## src/rtl/vm_pkg.sv

```systemverilog
// Shared vending-machine definitions: coin codes, acceptor state encoding
// and the width-window helper used by the classifier.
package vm_pkg;

  localparam logic [1:0] COIN_NONE = 2'b00;
  localparam logic [1:0] COIN_A    = 2'b01;
  localparam logic [1:0] COIN_B    = 2'b10;

  typedef enum logic [2:0] {
    ST_IDLE,
    ST_MEASURE,
    ST_CLASSIFY,
    ST_LOCKOUT,
    ST_JAM
  } acc_state_t;

  function automatic logic in_window(input int width, input int lo, input int hi);
    return (width >= lo) && (width <= hi);
  endfunction

endpackage

```

## src/rtl/coin_acceptor_if.sv

```systemverilog
// Acceptor <-> vending machine signals. With COIN_ACCEPTOR_COUNT_EN defined
// the bundle also carries the 16-bit accepted_count.
interface coin_acceptor_if;

  logic       inhibit;
  logic [1:0] coin_out;
  logic       reject;
  logic       jam;
  logic       busy;

`ifdef COIN_ACCEPTOR_COUNT_EN
  logic [15:0] accepted_count;

  modport master (input inhibit, output coin_out, reject, jam, busy, accepted_count);
  modport slave  (output inhibit, input coin_out, reject, jam, busy, accepted_count);
`else
  modport master (input inhibit, output coin_out, reject, jam, busy);
  modport slave  (output inhibit, input coin_out, reject, jam, busy);
`endif

endinterface

```

## src/rtl/coin_acceptor_sense_debounce.sv

```systemverilog
// Two-flop synchroniser plus debouncer for the optical coin sensor; level
// changes after DEB_CYCLES consecutive samples that disagree with it.
module sense_debounce #(
  parameter int DEB_CYCLES = 4
) (
  input  logic clk,
  input  logic rst_n,
  input  logic raw,
  output logic level,
  output logic rise,
  output logic fall
);

  localparam int DW = $clog2(DEB_CYCLES + 1);

  logic [1:0]    sync;
  logic [DW-1:0] stable_cnt;

  // NOTE: all sequential state uses non-blocking assignments so every flop
  // samples pre-edge values, regardless of statement order.
  always_ff @(posedge clk or negedge rst_n) begin
    if (!rst_n) begin
      sync       <= '0;
      stable_cnt <= '0;
      level      <= 1'b0;
      rise       <= 1'b0;
      fall       <= 1'b0;
    end else begin
      sync <= {sync[0], raw};
      rise <= 1'b0;
      fall <= 1'b0;
      if (sync[1] == level) begin
        stable_cnt <= '0;
      end else if (stable_cnt == DW'(DEB_CYCLES - 1)) begin
        // Edge pulses coincide with the first cycle of the new level.
        level      <= sync[1];
        rise       <= sync[1];
        fall       <= ~sync[1];
        stable_cnt <= '0;
      end else begin
        stable_cnt <= stable_cnt + DW'(1);
      end
    end
  end

endmodule

```

## src/rtl/coin_acceptor.sv

```systemverilog
// Coin acceptor: measures the debounced sensor pulse width and classifies it
// as coin A, coin B or reject. Optional COIN_ACCEPTOR_COUNT_EN adds a counter.
module coin_acceptor
  import vm_pkg::*;
#(
  parameter int DEB_CYCLES     = 4,
  parameter int A_MIN          = 20,
  parameter int A_MAX          = 40,
  parameter int B_MIN          = 60,
  parameter int B_MAX          = 100,
  parameter int JAM_CYCLES     = 255,
  parameter int LOCKOUT_CYCLES = 16,
  parameter int CNT_W          = 8
) (
  input  logic           clk,
  input  logic           rst_n,
  input  logic           coin_sense,
  coin_acceptor_if.master bus
);

  logic level, rise, fall;

  sense_debounce #(.DEB_CYCLES(DEB_CYCLES)) u_sense (
    .clk   (clk),
    .rst_n (rst_n),
    .raw   (coin_sense),
    .level (level),
    .rise  (rise),
    .fall  (fall)
  );

  acc_state_t       state;
  logic [CNT_W-1:0] cnt;
  logic [1:0]       coin_q;
  logic             reject_q, jam_q, busy_q;

  always_ff @(posedge clk or negedge rst_n) begin
    if (!rst_n) begin
      state    <= ST_IDLE;
      cnt      <= '0;
      coin_q   <= COIN_NONE;
      reject_q <= 1'b0;
      jam_q    <= 1'b0;
      busy_q   <= 1'b0;
    end else begin
      coin_q   <= COIN_NONE;
      reject_q <= 1'b0;
      case (state)
        ST_IDLE: begin
          if (rise) begin
            state  <= ST_MEASURE;
            cnt    <= CNT_W'(1);
            busy_q <= 1'b1;
          end
        end
        ST_MEASURE: begin
          if (cnt == CNT_W'(JAM_CYCLES)) begin
            state <= ST_JAM;
            jam_q <= 1'b1;
          end else if (fall) begin
            // Verdict is registered here so it is visible in the CLASSIFY cycle.
            state <= ST_CLASSIFY;
            if (bus.inhibit)                             reject_q <= 1'b1;
            else if (in_window(32'(cnt), A_MIN, A_MAX)) coin_q   <= COIN_A;
            else if (in_window(32'(cnt), B_MIN, B_MAX)) coin_q   <= COIN_B;
            else                                         reject_q <= 1'b1;
          end else if (level && cnt != '1) begin
            cnt <= cnt + CNT_W'(1);
          end
        end
        ST_CLASSIFY: begin
          state <= ST_LOCKOUT;
          cnt   <= CNT_W'(1);
        end
        ST_LOCKOUT: begin
          // Edges seen here are dropped; a coin still present at exit has no rise.
          if (cnt >= CNT_W'(LOCKOUT_CYCLES)) begin
            state  <= ST_IDLE;
            cnt    <= '0;
            busy_q <= 1'b0;
          end else begin
            cnt <= cnt + CNT_W'(1);
          end
        end
        ST_JAM: begin
          if (!level) begin
            state <= ST_LOCKOUT;
            jam_q <= 1'b0;
            cnt   <= CNT_W'(1);
          end
        end
        default: state <= ST_IDLE;
      endcase
    end
  end

  assign bus.coin_out = coin_q;
  assign bus.reject   = reject_q;
  assign bus.jam      = jam_q;
  assign bus.busy     = busy_q;

`ifdef COIN_ACCEPTOR_COUNT_EN
  logic [15:0] accepted_q;

  always_ff @(posedge clk or negedge rst_n) begin
    if (!rst_n)                    accepted_q <= '0;
    else if (coin_q != COIN_NONE)  accepted_q <= accepted_q + 16'd1;
  end

  assign bus.accepted_count = accepted_q;
`endif

endmodule
```

## src/flat_wrapper.sv

```systemverilog
// flat-port wrapper written by rule: the top's interface ports become plain ports
module coin_acceptor_flat import vm_pkg::*;
#(
  parameter int DEB_CYCLES     = 4,
  parameter int A_MIN          = 20,
  parameter int A_MAX          = 40,
  parameter int B_MIN          = 60,
  parameter int B_MAX          = 100,
  parameter int JAM_CYCLES     = 255,
  parameter int LOCKOUT_CYCLES = 16,
  parameter int CNT_W          = 8
)
  (clk, rst_n, coin_sense, bus_inhibit, bus_coin_out, bus_reject, bus_jam, bus_busy);
  coin_acceptor_if bus_i ();
  input  logic clk;
  input  logic rst_n;
  input  logic coin_sense;
  input wire logic [$bits(bus_i.inhibit)-1:0] bus_inhibit;
  output wire logic [$bits(bus_i.coin_out)-1:0] bus_coin_out;
  output wire logic [$bits(bus_i.reject)-1:0] bus_reject;
  output wire logic [$bits(bus_i.jam)-1:0] bus_jam;
  output wire logic [$bits(bus_i.busy)-1:0] bus_busy;
  assign bus_i.inhibit = bus_inhibit;
  assign bus_coin_out = bus_i.coin_out;
  assign bus_reject = bus_i.reject;
  assign bus_jam = bus_i.jam;
  assign bus_busy = bus_i.busy;
  coin_acceptor #(.DEB_CYCLES(DEB_CYCLES), .A_MIN(A_MIN), .A_MAX(A_MAX), .B_MIN(B_MIN), .B_MAX(B_MAX), .JAM_CYCLES(JAM_CYCLES), .LOCKOUT_CYCLES(LOCKOUT_CYCLES), .CNT_W(CNT_W)) u_core (.clk(clk), .rst_n(rst_n), .coin_sense(coin_sense), .bus(bus_i));
endmodule
```

## config.mk

```make
export PLATFORM = sky130hd
export DESIGN_NAME = coin_acceptor_flat
export DESIGN_NICKNAME = d
export VERILOG_FILES = /design/src/rtl/vm_pkg.sv /design/src/rtl/coin_acceptor_if.sv /design/src/rtl/coin_acceptor_sense_debounce.sv /design/src/rtl/coin_acceptor.sv /design/src/flat_wrapper.sv
export SDC_FILE = /design/constraint.sdc
export NUM_CORES = 1
export LEC_CHECK = 0
export CAP_MARGIN = 20
export CORE_MARGIN = 2
export CORE_UTILIZATION = 47
export CTS_BUF_LIST = sky130_fd_sc_hd__clkbuf_4
export DETAILED_ROUTE_END_ITERATION = 16
export GPL_ROUTABILITY_DRIVEN = 0
export PLACE_DENSITY = 0.66
export SYNTH_ARGS = -nofsm -noshare
export SYNTH_HDL_FRONTEND = slang
export SYNTH_SLANG_ARGS = --single-unit
```

## constraint.sdc

```tcl
create_clock -name clk -period 4.15 [get_ports clk]
set_clock_uncertainty 0.15 [all_clocks]
set_input_delay 0.415 -clock clk [delete_from_list [all_inputs] [get_ports clk]]
set_output_delay 0.415 -clock clk [all_outputs]
set_load 0.03 [all_outputs]
```

==> summary.md <==
| Metric | Value |
|---|---|
| Clk buf depth | `2` |
| Ys Warns | `0` |
| Fin nets | `147` |
| Slew headroom | `31.2%` |
| WL/cell | `13.9 µm` |
| Post-CTS sizing | `0` |
| Post-Syn Area | `~0.0013 mm²` |
| Area occupied by multi-input gates | `604 µm²` |
| Chip Height | `56.4 µm` |
| Setup Slack @ Placement | `1830 ps` |
| TritonRoute pass-1 iters | `4` |
| Die width | `56.4 µm` |
| Share of cells above drive strength 1 | `10.1%` |
| Worst endpoint required time | `roughly 4200 ps` |
| Die area | `0.00318 mm²` |
| Distinct cells, synth | `41` |
| Min-delay worst type | `flop to flop` |
| Hold-fix buffers, CTS | `0` |
| WS Path Type | `flop to flop` |
| Worst endpoint data arrival time | `2430 ps` |
| Worst reg2reg path depth | `5` |
| Initial Util | `roughly 48%` |
| Ports | `9` |
| # rows | `19` |
| CP startpoint kind | `flop` |
| Largest net degree at the start of global routing | `25` |
| Register area share after synthesis | `between 40% and 50%` |
| Vias | `981` |
| P_leak | `0.000589 µW` |
| Top fanout value on the critical path | `11` |
| Final HPWL DP | `roughly 1.7 mm` |
| Drt first-iter violations | `22` |
| Minimum clock period | `2370 ps` |
| Mapped Cells | `134` |
| Area grow syn2layout | `10.8%` |
| GRT Total Usage | `between 10% and 20%` |
| Final-layout fill cell count | `234` |
| CP max stage delay | `950 ps` |
| Core box area | `0.00269 mm²` |
| TritonCTS buffer count | `3` |
| Clock transition at the registers of the reported paths | `130 ps` |
| Avg Vias per Cell | `~5.8` |
| Post-CTS Setup Inserts | `0` |
| WL final | `2.36 mm` |
| Setup TNS | `0 ps` |
| Ant diodes | `0` |
| Grt ovf | `0` |
| Worst Path Buf+Inv | `1` |
| Hold Path Depth | `0` |
| Slowest CP cell | `o41ai_2` |
| Maximum level of the CTS H-tree | `1` |
| Root Buffer | `clkbuf_4` |
| Finish-stage setup viols | `0` |
| Post-route setup slack | `about 1800 ps` |
| Commonest non-fill, non-tap cell in the layout | `dfrtp_1` |
| Core Util, Final | `53.2%` |
| Worst Hold Slack | `about 220 ps` |
| CP delay by family, top | `compound AO/OA/AOI/OAI gates` |
| Synth Register Bits | `24` |
| CTS tree | `done` |
| Crit share post-route | `57.1%` |
| Syn_area_per_cell | `9.64 µm²` |
| Power per cell area | `508 mW/mm²` |
| Final ANT Viol Nets | `0` |
| Fmax | `422 MHz` |
| Post-synthesis net count | `141` |
| Clk_lat worst skew | `310 ps` |
| Vias in the first global route | `952` |
| Final hold vios | `0` |
| Clk sinks | `24` |
| Crit path depth | `5` |
| Global-route wire length before repair | `4.28 mm` |
| Max-slew violation count | `0` |
| Worst Setup End Kind | `flop` |
| Status | `finished clean` |
| Register Area | `601 µm²` |
| Drt drc | `0` |
| CP Cell Sequence | `inv_1 > nand2_1 > o41ai_2 > or2_4 > o21ai_1` |
| I/O Buffers | `8` |
| Initial antenna violation count | `0` |
| VDD IR max | `0.344 mV` |
| Max Cap Viol | `0` |
| Cell area after layout | `about 0.0014 mm²` |
| Worst-Margin Slew | `1020 ps` |
| RSZ-0062 raised after global routing | `no` |
| Most frequent cells in the layout | `dfrtp_1, nor2_1, nand2_1, o21ai_1, clkdlybuf4s50_1` |
| Dpl cell area | `0.00135 mm²` |
==> synthesized netlist by cell type, drive strengths merged <==
library cell   n  share of area [%]
mux2           1               0.87
nor2b          4                1.9
o31ai          5                3.7
nand3b         1               0.58
a2111oi        1               0.68
a31oi          2               0.97
a211oi         2                1.2
nor3b          5                2.9
and3           1               0.48
or4            2                1.5
nor4b          1                1.2
nand2b         3                1.5
o41ai          2                1.9
nor4bb         1               0.78
clkbuf         1               0.29
and3b          1               0.68
ha             3                2.9
a21oi          7                3.0
o21ai         13                5.0
nor4           2               0.97
o21bai         1               0.58
nand4          2               0.97
and2b          1               0.58
inv            7                2.0
nor3           5                1.9
buf            7                4.4
nand2          9                2.6
or2            1               0.68
nor2          12                3.5
nand3          5                1.9
a211o          1               0.68
dfrtp         24                 47
xnor2          1               0.68
==> metrics by stage <==
stage	cells	power, µW
floorplan	134	533
global placement	165	550
detailed placement	165	555
CTS	169	727
global route	170	782
finish	170	726
==> area by class of cell <==
cell class                      instances  area share, %
Tap cell                               31           2.71
Clock inverter                          1           2.10
Clock buffer                            3           1.57
Inverter                                7           1.84
Timing Repair Buffer                    9           7.52
Multi-Input combinational cell         95           42.3
Sequential cell                        24           42.0
==> registers in the layout, summed over array words and instances, names as in the netlist <==
name                       cells
u_core.u_sense.sync            2
u_core.bus.coin_out            2
u_core.state                   3
u_core.bus.reject              1
u_core.u_sense.fall            1
u_core.bus.jam                 1
u_core.bus.busy                1
u_core.cnt                     8
u_core.u_sense.stable_cnt      3
u_core.u_sense.level           1
u_core.u_sense.rise            1
==> final timing paths <==
path / end / slack (ps) / startpoint
worst max register to register: u_core.cnt[2]$_DFFE_PN0P_ / 1780 / u_core.state[2]$_DFFE_PN0P_
worst min register to register: u_core.u_sense.sync[1]$_DFF_PN0_ / 220 / u_core.u_sense.sync[0]$_DFF_PN0_
worst max-delay path: u_core.cnt[2]$_DFFE_PN0P_ / 1780 / u_core.state[2]$_DFFE_PN0P_
worst min-delay path: u_core.u_sense.sync[1]$_DFF_PN0_ / 220 / u_core.u_sense.sync[0]$_DFF_PN0_
max in group asynchronous: u_core.u_sense.level$_DFFE_PN0P_ / 3180 / rst_n
min in group asynchronous: u_core.bus.reject$_DFF_PN0_ / 240 / rst_n
==> kinds of logic (layout without fill, tap and decap cells) <==
kind of cell             after synthesis  after routing  share of synthesized area (%)
adder cells (fa/ha/maj)                3              3                           2.91
buffers and inverters                 15             20                           6.69
AO/OA/AOI/OAI                         34             34                           17.7
multiplexers                           1              1                          0.872
AND/OR/NAND/NOR                       56             56                           24.6
XOR/XNOR                               1              1                          0.678
flip-flops                            24             24                           46.5
==> power by group <==
group          internal [µW]  switching, µW
registers                268           58.8
logic                    101            130
clock network           97.6           70.5
==> layer usage <==
| layer | track usage, % | vias up | part of all wire (%) |
|---|---|---|---|
| li1 | - | 488 | - |
| met1 | 22.1 | 470 | 47 |
| met2 | 28.6 | 19 | 49 |
| met3 | 3.00 | 4 | 2.8 |
| met4 | 6.46 | 0 | 1.4 |
| met5 | 0 | - | 0 |
Power figures use the tool's default switching activity.
